==> config.mk <==
export PLATFORM = sky130hd
export DESIGN_NAME = transpose_switch_stage
export DESIGN_NICKNAME = d
export VERILOG_FILES = /design/src/rtl/transpose_switch_stage.sv
export SDC_FILE = /design/constraint.sdc
export NUM_CORES = 1
export LEC_CHECK = 0
export BUFFER_PORTS_ARGS = -buffer_cell sky130_fd_sc_hd__buf_2
export CORE_MARGIN = 4
export CORE_UTILIZATION = 35
export CTS_CLUSTER_SIZE = 12
export DETAILED_ROUTE_END_ITERATION = 8
export PLACE_DENSITY_LB_ADDON = 0.3
export SYNTH_ARGS = -nofsm -noshare
export SYNTH_HDL_FRONTEND = slang
export SYNTH_SLANG_ARGS = --single-unit
==> constraint.sdc <==
create_clock -name clk -period 0.8 [get_ports clk]
set_input_delay 0.08 -clock clk [delete_from_list [all_inputs] [get_ports clk]]
set_output_delay 0.08 -clock clk [all_outputs]
set_load 0.03 [all_outputs]
==> src/rtl/transpose_switch_stage.sv <==
// One registered switch stage of the transpose network: lanes in odd blocks take the across vector shifted down one block when ctrl=1.
// Latency 1 cycle, one vector per cycle, no handshake and no stall.
module transpose_switch_stage #(
  parameter int DATA_W     = 8,
  parameter int N_DOWN     = 4,
  parameter int N_ACROSS   = 4,
  parameter int BLOCK_SIZE = 2,
  parameter int NUM_BLOCKS = 2
) (
  input  logic              clk,
  input  logic              rst,
  input  logic              ctrl,
  input  logic [DATA_W-1:0] in_elements_down   [0:N_DOWN-1],
  input  logic [DATA_W-1:0] in_elements_across [0:N_ACROSS-1],
  output logic [DATA_W-1:0] out_elements       [0:N_DOWN-1]
);

  if (N_ACROSS != N_DOWN) begin : g_err_across
    $error("transpose_switch_stage: N_ACROSS (%0d) must equal N_DOWN (%0d)", N_ACROSS, N_DOWN);
  end
  if (BLOCK_SIZE < 1) begin : g_err_block
    $error("transpose_switch_stage: BLOCK_SIZE (%0d) must be at least 1", BLOCK_SIZE);
  end
  if ((NUM_BLOCKS < 2) || (NUM_BLOCKS % 2 != 0)) begin : g_err_nblocks
    $error("transpose_switch_stage: NUM_BLOCKS (%0d) must be even and non-zero", NUM_BLOCKS);
  end
  if (NUM_BLOCKS * BLOCK_SIZE != N_DOWN) begin : g_err_geom
    $error("transpose_switch_stage: NUM_BLOCKS*BLOCK_SIZE (%0d) must equal N_DOWN (%0d)",
           NUM_BLOCKS * BLOCK_SIZE, N_DOWN);
  end

  logic [DATA_W-1:0] next_d [0:N_DOWN-1];
  logic [DATA_W-1:0] out_q  [0:N_DOWN-1];
  // Across elements of odd blocks never reach an output; gathered here only so they are not flagged as dangling.
  logic [N_DOWN-1:0] unused_across_par;

  for (genvar i = 0; i < N_DOWN; i++) begin : g_lane
    if (((i / BLOCK_SIZE) % 2) == 1) begin : g_odd
      assign next_d[i]            = ctrl ? in_elements_across[i-BLOCK_SIZE] : in_elements_down[i];
      assign unused_across_par[i] = ^in_elements_across[i];
    end else begin : g_even
      assign next_d[i]            = in_elements_down[i];
      assign unused_across_par[i] = 1'b0;
    end
  end

  always_ff @(posedge clk) begin
    for (int i = 0; i < N_DOWN; i++) begin
      if (rst) begin
        out_q[i] <= '0;
      end else begin
        out_q[i] <= next_d[i];
      end
    end
  end

  assign out_elements = out_q;

endmodule

==> results of run 1 <==
worst paths after layout:
path / from / endpoint / slack, ps / cells past startpoint
min: in_elements_across[20] / out_elements[4]$_SDFF_PP0_ / 20 / 3
max: out_elements[26]$_SDFF_PP0_ / out_elements[26] / -100 / 1
metrics by stage:
stage,setup TNS (ps),hold slack [ps]
6_report,-2050,17.3
5_1_grt,-3170,29.3
4_1_cts,-2600,0.770
3_5_place_dp,0,294
3_3_place_gp,0,287
2_1_floorplan,0,152
what timing repair did:
action / 4_1_cts / 5_1_grt
endpoints found under the setup margin: 32 / 32
endpoints found under the hold margin: 30 / 0
hold buffers: 44 / 0
setup buffers: 0 / 0
pin swaps: 0 / 0
resized for setup: 96 / 0
cells by family after synthesis:
logic type	after synthesis
muxes	16
DFF	32
and+or+nand+nor	32
buffers and inverters	5
per-layer routing:
| layer | wire length, microns | global-route usage (%) | vias to the layer above |
|---|---|---|---|
| met5 | 0 | 0 | - |
| met4 | 60 | 10.0 | 0 |
| li1 | - | - | 529 |
| met2 | 1860 | 37.5 | 63 |
| met3 | 379 | 6.50 | 7 |
| met1 | 1180 | 17.1 | 483 |
cells in the mapped netlist (all sizes together):
master   n  area [sq um]
nor2    16          60.1
dfxtp   32           641
clkbuf   1          3.75
buf      4          41.3
nor2b   16           100
mux2i   16           160
layout make-up:
cell class / instances / area [sq um]
sequential: 32 / 681
tap: 31 / 38.8
clock buffer: 6 / 41.3
clock inverter: 2 / 35.0
multi-input combinational: 48 / 320
timing repair buffer: 128 / 1090
fill: 176 / 551
power by group through the flow:
stage | clock network [mW] | logic [mW] | registers, mW
after floorplan | 0 | 0.145 | 1.95
after global placement | 0 | 0.568 | 1.74
after detailed placement | 0 | 0.581 | 1.75
after CTS | 1.21 | 0.857 | 1.75
after global routing | 1.28 | 0.929 | 1.76
final | 1.17 | 0.873 | 1.75
==> run summary, run 1 <==
Placed design
• **post-detail-place hpwl** 1750 microns
• **setup slack after placement** 39.0 ps
• **placed standard-cell area** 0.00145 sq mm
• **GPL Wtd Cong** 0.616
• **buffers added on ports** 82
• **number of cells in the design after placement** 195

Route
• **first drt pass iteration count** 4
• **final routed wirelength across all metal layers** 3470 microns
• **DR DRC count** 0
• **average routed wire per standard cell** 14.1 microns
• **Detailed Route Iter0 Violations** 33
• **remaining antenna violation count** 0
• **number of vias in the routed layout** 1082
• **routed via count divided by cell count** 4.38

Clocking
• **CTS tree** yes
• **Clock Path Buffers** 2
• **clock-pin slew of the registers on the worst-case setup and hold paths** 100 ps
• **buffer cell driving the clock tree root** sky130_fd_sc_hd__clkbuf_4
• **clk sink count** 32
• **Inserted Clock Buffers** 5
• **H-tree levels** 2

Cells and area
• **final cell count without fillers** 247
• **diodes inserted** 0
• **area of all placed cells without fillers** 0.00221 sq mm
• **number of nets in the layout** 282
• **final core utilization** 80.0%
• **ratio of cells with drive above 1 in the final layout** 56.9%
• **most frequent standard cell in the layout excluding fill and tap cells** sky130_fd_sc_hd__buf_2
• **flip-flop count of the largest register, all copies and words added** 32
• **area growth from synthesis to final layout** 119%
• **commonest non-fill, non-tap cells in the layout** sky130_fd_sc_hd__buf_2, sky130_fd_sc_hd__dlygate4sd3_1, sky130_fd_sc_hd__dfxtp_2, sky130_fd_sc_hd__buf_6

Timing
• **Slew HR** 87.3%
• **RSZ-0062 raised after global routing** true
• **upper clock frequency limit** 1120 MHz
• **min setup slack post-route** -96.3 ps
• **slew at the pin closest to its max-slew limit** 186 ps
• **final count of pins violating max slew** 0
• **total count of hold-check failures in the final report** 0
• **final critical-path share of the clock period** 112%
• **time the worst path needs with I/O delays and setup** 896 ps
• **Final setup viols** 32

Logic synthesis
• **mux contribution to synthesized area** 15.9%
• **mean instance size in the synthesized netlist** 11.8 sq um
• **yosys synthesis warning count** 0
• **syn_nets** 152
• **distinct cell type count after synthesis** 8
• **netlist area before placement** 0.00101 sq mm
• **synthesized netlist cell count** 85
• **combinational family with the most area after synthesis** multiplexers
• **post-synthesis share of cell area spent on xor and xnor gates** 0%
• **synthesized flop and latch total** 32
• **area fraction in compound gates after synthesis** 0%
• **post-synthesis adder-cell area fraction** 0%
• **share of synthesized cell area in and, or, nand and nor gates** 15.9%
• **sequential cell area fraction in the yosys report** 63.7%

Floorplan
• **width of the die** 61.6 microns
• **effective utilization at floorplan** 36.5%
• **die height** 61.6 microns
• **die area** 0.00380 sq mm
• **CORE AREA** 0.00276 sq mm
• **standard-cell row count** 19
• **ports placed on the boundary** 99

Setup path
• **longest individual stage delay on the worst path** 360 ps
• **sequence of cells on the critical path** buf_6
• **cell family contributing the most delay on the critical path** flip-flops
• **Worst EP required** 720 ps
• **arrival time of data at the critical path endpoint** 820 ps
• **Critical Path Fanout Max** 1
• **kind of end point of the critical path** output port
• **Setup Crit Path Kind** flop to output port
• **buffers and inverters on the worst path** 1
• **Max stage delay cell, worst path** sky130_fd_sc_hd__dfxtp_2
• **Critical Path Start Type** flop

Pwr
• **leakage power of the design** 1.07 nW
• **switching power total** 951 uW
• **fraction of power spent switching nets** 25.0%
• **sequential cell fraction of total power** 46.1%
• **Internal** 2.85 mW
• **Combinational Power Share** 23.0%
• **total power** 3.80 mW
• **worst supply voltage drop on vdd** 1650 uV
• **power density relative to cell area** 1720 mW/mm^2
• **clock share of power** 30.9%

Worst hold path
• **path class of the lowest-slack min-delay path** input port to flop

Outcome
• **result of the run** complete, but fails checks
• **failing checks** setup timing

GRT
• **GRT overflow** 0
• **GRT Overall Usage** 19.3%
• **number of antenna violations at the first check in global routing** 0
• **first-pass GRT wire length** 5070 microns
• **via count of the first global-routing pass** 1137
• **maximum number of pins on one net before global-route repair** 33

Job
• **max cap viols** 0

No activity file was read; power rests on OpenSTA's default activity.
==> run 2, diff against run 1 <==
- HOLD_SLACK_MARGIN: not set -> 0.12
==> run summary, run 2 (synthesis gave the netlist of run 1 again) <==
Outcome
• **result of the run** complete, but fails checks
• **failing checks** setup timing

Placed design
• **GPL Wtd Cong** 0.616
• **buffers added on ports** 82
• **post-detail-place hpwl** 1750 microns
• **placed standard-cell area** 0.00145 sq mm

Setup path
• **Critical Path Fanout Max** 1
• **Critical Path Start Type** flop
• **Worst EP required** 720 ps
• **cell family contributing the most delay on the critical path** flip-flops
• **longest individual stage delay on the worst path** 350 ps
• **kind of end point of the critical path** output port
• **Max stage delay cell, worst path** sky130_fd_sc_hd__dfxtp_2
• **buffers and inverters on the worst path** 1
• **Setup Crit Path Kind** flop to output port
• **arrival time of data at the critical path endpoint** 820 ps
• **sequence of cells on the critical path** buf_6

Job
• **max cap viols** 0

GRT
• **GRT Overall Usage** 20.4%
• **via count of the first global-routing pass** 1183
• **first-pass GRT wire length** 5390 microns
• **maximum number of pins on one net before global-route repair** 33
• **GRT overflow** 0
• **number of antenna violations at the first check in global routing** 0

Clocking
• **H-tree levels** 2
• **Inserted Clock Buffers** 5
• **Clock Path Buffers** 2
• **clock-pin slew of the registers on the worst-case setup and hold paths** 100 ps
• **Setup Buffers After CTS** 0
• **clk sink count** 32
• **buffer cell driving the clock tree root** sky130_fd_sc_hd__clkbuf_4
• **CTS tree** yes

Cells and area
• **most frequent standard cell in the layout excluding fill and tap cells** sky130_fd_sc_hd__buf_2
• **ratio of cells with drive above 1 in the final layout** 60.2%
• **diodes inserted** 0
• **register cell area after layout** 681 sq um
• **area occupied by multi-input gates** 352 sq um
• **number of nets in the layout** 287
• **fill count** 159
• **area growth from synthesis to final layout** 130%
• **commonest non-fill, non-tap cells in the layout** sky130_fd_sc_hd__buf_2, sky130_fd_sc_hd__dlygate4sd3_1, sky130_fd_sc_hd__dfxtp_2, sky130_fd_sc_hd__buf_6, sky130_fd_sc_hd__mux2i_1
• **area of all placed cells without fillers** 0.00231 sq mm
• **flip-flop count of the largest register, all copies and words added** 32

Route
• **routed via count divided by cell count** 4.36
• **number of vias in the routed layout** 1099
• **first drt pass iteration count** 3
• **DR DRC count** 0
• **remaining antenna violation count** 0
• **Detailed Route Iter0 Violations** 30
• **average routed wire per standard cell** 14.9 microns
• **final routed wirelength across all metal layers** 3760 microns

Timing
• **total negative setup slack** -2250 ps
• **upper clock frequency limit** 1110 MHz
• **final count of pins violating max slew** 0
• **slew at the pin closest to its max-slew limit** 214 ps
• **min setup slack post-route** -102 ps
• **time the worst path needs with I/O delays and setup** 902 ps
• **RSZ-0062 raised after global routing** true
• **total count of hold-check failures in the final report** 0
• **final critical-path share of the clock period** 113%
• **Final setup viols** 32
• **Slew HR** 85.3%

Floorplan
• **CORE AREA** 0.00276 sq mm
• **ports placed on the boundary** 99
• **effective utilization at floorplan** 36.5%
• **die height** 61.6 microns
• **width of the die** 61.6 microns
• **die area** 0.00380 sq mm
• **standard-cell row count** 19

Pwr
• **worst supply voltage drop on vdd** 1720 uV
• **power density relative to cell area** 1680 mW/mm^2
• **total power** 3.87 mW
• **leakage power of the design** 1.12 nW

Worst hold path
• **path class of the lowest-slack min-delay path** input port to flop

[run 2: cell types whose count changed in the layout (fill, tap and decap cells not counted), sizes merged]
cell,delta
dlygate4sd3,+4
dlymetal6s4s,+1
buf,-1
clkbuf,+1
[run 2: worst paths after layout]
kind,from,slack [ps],to,depth (start not counted)
max,out_elements[26]$_SDFF_PP0_,-100,out_elements[26],1
min,ctrl,210,out_elements[6]$_SDFF_PP0_,4
[run 2: what timing repair did]
item	4_1_cts	5_1_grt
resized for setup	96	11
gates cloned	0	1
hold buffers	49	0
setup endpoints to repair	32	48
endpoints found under the hold margin	32	0
[run 2: final cells by class]
cell class / count / area share [%]
clock buffers: 6 / 1.79
clock inverters: 2 / 1.52
flip-flops and latches: 32 / 29.5
well taps: 31 / 1.68
multi-input cells: 48 / 15.2
repair buffers: 133 / 50.4
[run 2: power by group]
part           total (mW)  leakage, nW  internal, mW  switching, mW
combinational       0.930        0.799         0.523          0.407
clock                1.19       0.0422         0.655          0.536
sequential           1.75        0.275          1.71         0.0458
total                3.87         1.12          2.89          0.988
[run 2: metrics by stage]
stage / setup slack [ps] / util, % / hold slack (ps) / instances
6_report: -102 / 83.8 / 208 / 252
5_1_grt: -132 / 83.8 / 230 / 252
4_1_cts: -94.3 / 81.9 / 195 / 252
3_5_place_dp: 39.0 / 52.6 / 294 / 195
3_3_place_gp: 90.4 / 52.6 / 287 / 195
2_1_floorplan: 127 / - / 152 / 85
[run 2: layer usage]
metal  wire (microns)  vias up  share of wire (%)  GRT usage (%)
met2             1970       57                 53           38.6
met4               65        0                1.7           10.0
met3              370        7                9.8           6.71
li1                 -      538                  -              -
met5                0        -                  0              0
met1             1350      497                 36           19.5
==> run 3, diff against run 2 <==
- HOLD_SLACK_MARGIN: 0.12 -> not set
- clock period: 0.8 -> 1 ns (I/O delays scaled with it)
==> run summary, run 3 (synthesis gave the netlist of run 1 again) <==
Outcome
• **result of the run** completed

GRT
• **GRT overflow** 0
• **GRT Overall Usage** 16.0%
• **number of antenna violations at the first check in global routing** 0
• **GR Util met2** 30.5%
• **met3 Use GR** 9.43%
• **layer carrying the most global-route usage** met2
• **via count of the first global-routing pass** 1004
• **maximum number of pins on one net before global-route repair** 33
• **first-pass GRT wire length** 4170 microns
• **global-route track usage on met1** 13.2%

Pwr
• **leakage power of the design** 0.981 nW
• **worst supply voltage drop on vdd** 1360 uV
• **power density relative to cell area** 1520 mW/mm^2

Setup path
• **Critical Path Start Type** flop
• **longest individual stage delay on the worst path** 350 ps
• **kind of end point of the critical path** output port
• **Critical Path Fanout Max** 1
• **cell family contributing the most delay on the critical path** flip-flops
• **Worst EP required** 900 ps
• **buffers and inverters on the worst path** 1
• **arrival time of data at the critical path endpoint** 850 ps
• **launching element of the worst setup path** out_elements[18]$_SDFF_PP0_
• **Max stage delay cell, worst path** sky130_fd_sc_hd__dfxtp_1
• **Setup Crit Path Kind** flop to output port
• **sequence of cells on the critical path** clkbuf_4

Cells and area
• **flip-flop count of the largest register, all copies and words added** 32
• **register cell area after layout** 641 sq um
• **ratio of cells with drive above 1 in the final layout** 44.2%
• **final core utilization** 68.4%
• **most frequent standard cell in the layout excluding fill and tap cells** sky130_fd_sc_hd__buf_2
• **fill count** 223
• **area occupied by multi-input gates** 320 sq um
• **diodes inserted** 0
• **area growth from synthesis to final layout** 87.6%
• **number of nets in the layout** 272
• **commonest non-fill, non-tap cells in the layout** sky130_fd_sc_hd__buf_2, sky130_fd_sc_hd__dlygate4sd3_1, sky130_fd_sc_hd__dfxtp_1

Timing
• **final critical-path share of the clock period** 95.2%
• **Slew HR** 89.2%
• **slew at the pin closest to its max-slew limit** 158 ps
• **total negative setup slack** 0 ps
• **time the worst path needs with I/O delays and setup** 952 ps
• **Final setup viols** 0
• **total count of hold-check failures in the final report** 0
• **upper clock frequency limit** 1050 MHz
• **final count of pins violating max slew** 0
• **RSZ-0062 raised after global routing** false

Route
• **remaining antenna violation count** 0
• **final routed wirelength across all metal layers** 2910 microns
• **average routed wire per standard cell** 12.3 microns
• **routed via count divided by cell count** 4.27
• **number of vias in the routed layout** 1013
• **DR DRC count** 0
• **first drt pass iteration count** 2
• **Detailed Route Iter0 Violations** 36

Worst hold path
• **path class of the lowest-slack min-delay path** input port to flop
• **worst hold start** in_elements_down[14]

Clocking
• **clock-pin slew of the registers on the worst-case setup and hold paths** 90 ps
• **Setup Buffers After CTS** 0
• **CTS tree** yes
• **Clock Path Buffers** 2
• **Inserted Clock Buffers** 5
• **H-tree levels** 2
• **clk sink count** 32
• **buffer cell driving the clock tree root** sky130_fd_sc_hd__clkbuf_4

Placed design
• **post-detail-place hpwl** 1720 microns
• **GPL Wtd Cong** 0.619
• **buffers added on ports** 82

Job
• **max cap viols** 0

Floorplan
• **width of the die** 61.6 microns
• **ports placed on the boundary** 99
• **die height** 61.6 microns
• **standard-cell row count** 19
• **effective utilization at floorplan** 36.5%
• **CORE AREA** 0.00276 sq mm
• **die area** 0.00380 sq mm

run 3: cell count changes in the layout (fill, tap and decap cells not counted), moves of 2 or more:
cell and delta:
sky130_fd_sc_hd__nor2_1 +6, sky130_fd_sc_hd__nor2b_2 -2, sky130_fd_sc_hd__nor2b_1 +3, sky130_fd_sc_hd__dfxtp_2 -32
sky130_fd_sc_hd__clkbuf_4 +5, sky130_fd_sc_hd__buf_6 -32, sky130_fd_sc_hd__dfxtp_1 +32, sky130_fd_sc_hd__buf_4 +3
sky130_fd_sc_hd__dlygate4sd3_1 -14, sky130_fd_sc_hd__buf_2 +25, sky130_fd_sc_hd__nor2_2 -6
run 3: where the power goes:
part           switching [mW]  internal (mW)
Clock                   0.396          0.524
Sequential             0.0188           1.35
Combinational           0.294          0.283
Total                   0.709           2.16
run 3: path summary, 6_finish.rpt:
kind,endpoint,slack (ps),cells past startpoint
max,out_elements[18],50,1
min,out_elements[14]$_SDFF_PP0_,20,3
run 3: tightest hold or removal path: cells and delay by family:
family,cells,cell delay (ps)
multiplexers,1,50
AND/OR/NAND/NOR,1,70
buffers and inverters,1,80
run 3: what timing repair did:
item,in CTS,in global routing
setup endpoints to repair,0,8
endpoints found under the hold margin,26,1
gates resized for setup,0,11
hold buffers,32,2
run 3: layout make-up:
type	instances	area share [%]
Sequential cell	32	34.0
Multi-Input combinational cell	48	17.0
Tap cell	31	2.06
Clock inverter	2	1.86
Clock buffer	6	2.19
Timing Repair Buffer	118	43.0
run 3: stage by stage:
| step | instances | instance area (sq um) | worst slack, ps | hold WS [ps] | power, mW |
|---|---|---|---|---|---|
| CTS | 235 | 1850 | 28.3 | 0.768 | 2.90 |
| detailed placement | 195 | 1450 | 212 | 313 | 1.86 |
| finish | 237 | 1890 | 47.5 | 18.1 | 2.87 |
| global placement | 195 | 1450 | 271 | 306 | 1.85 |
| global route | 237 | 1890 | 0.172 | 7.83 | 3.03 |
| floorplan | 85 | 1010 | 307 | 172 | 1.67 |
run 3: per-layer routing:
layer  share of wire (%)  vias up  routed length, microns
li1                    -      509                       -
met4                0.93        0                      27
met5                   0        -                       0
met1                  32      444                     918
met3                  13        5                     371
met2                  55       55                    1590
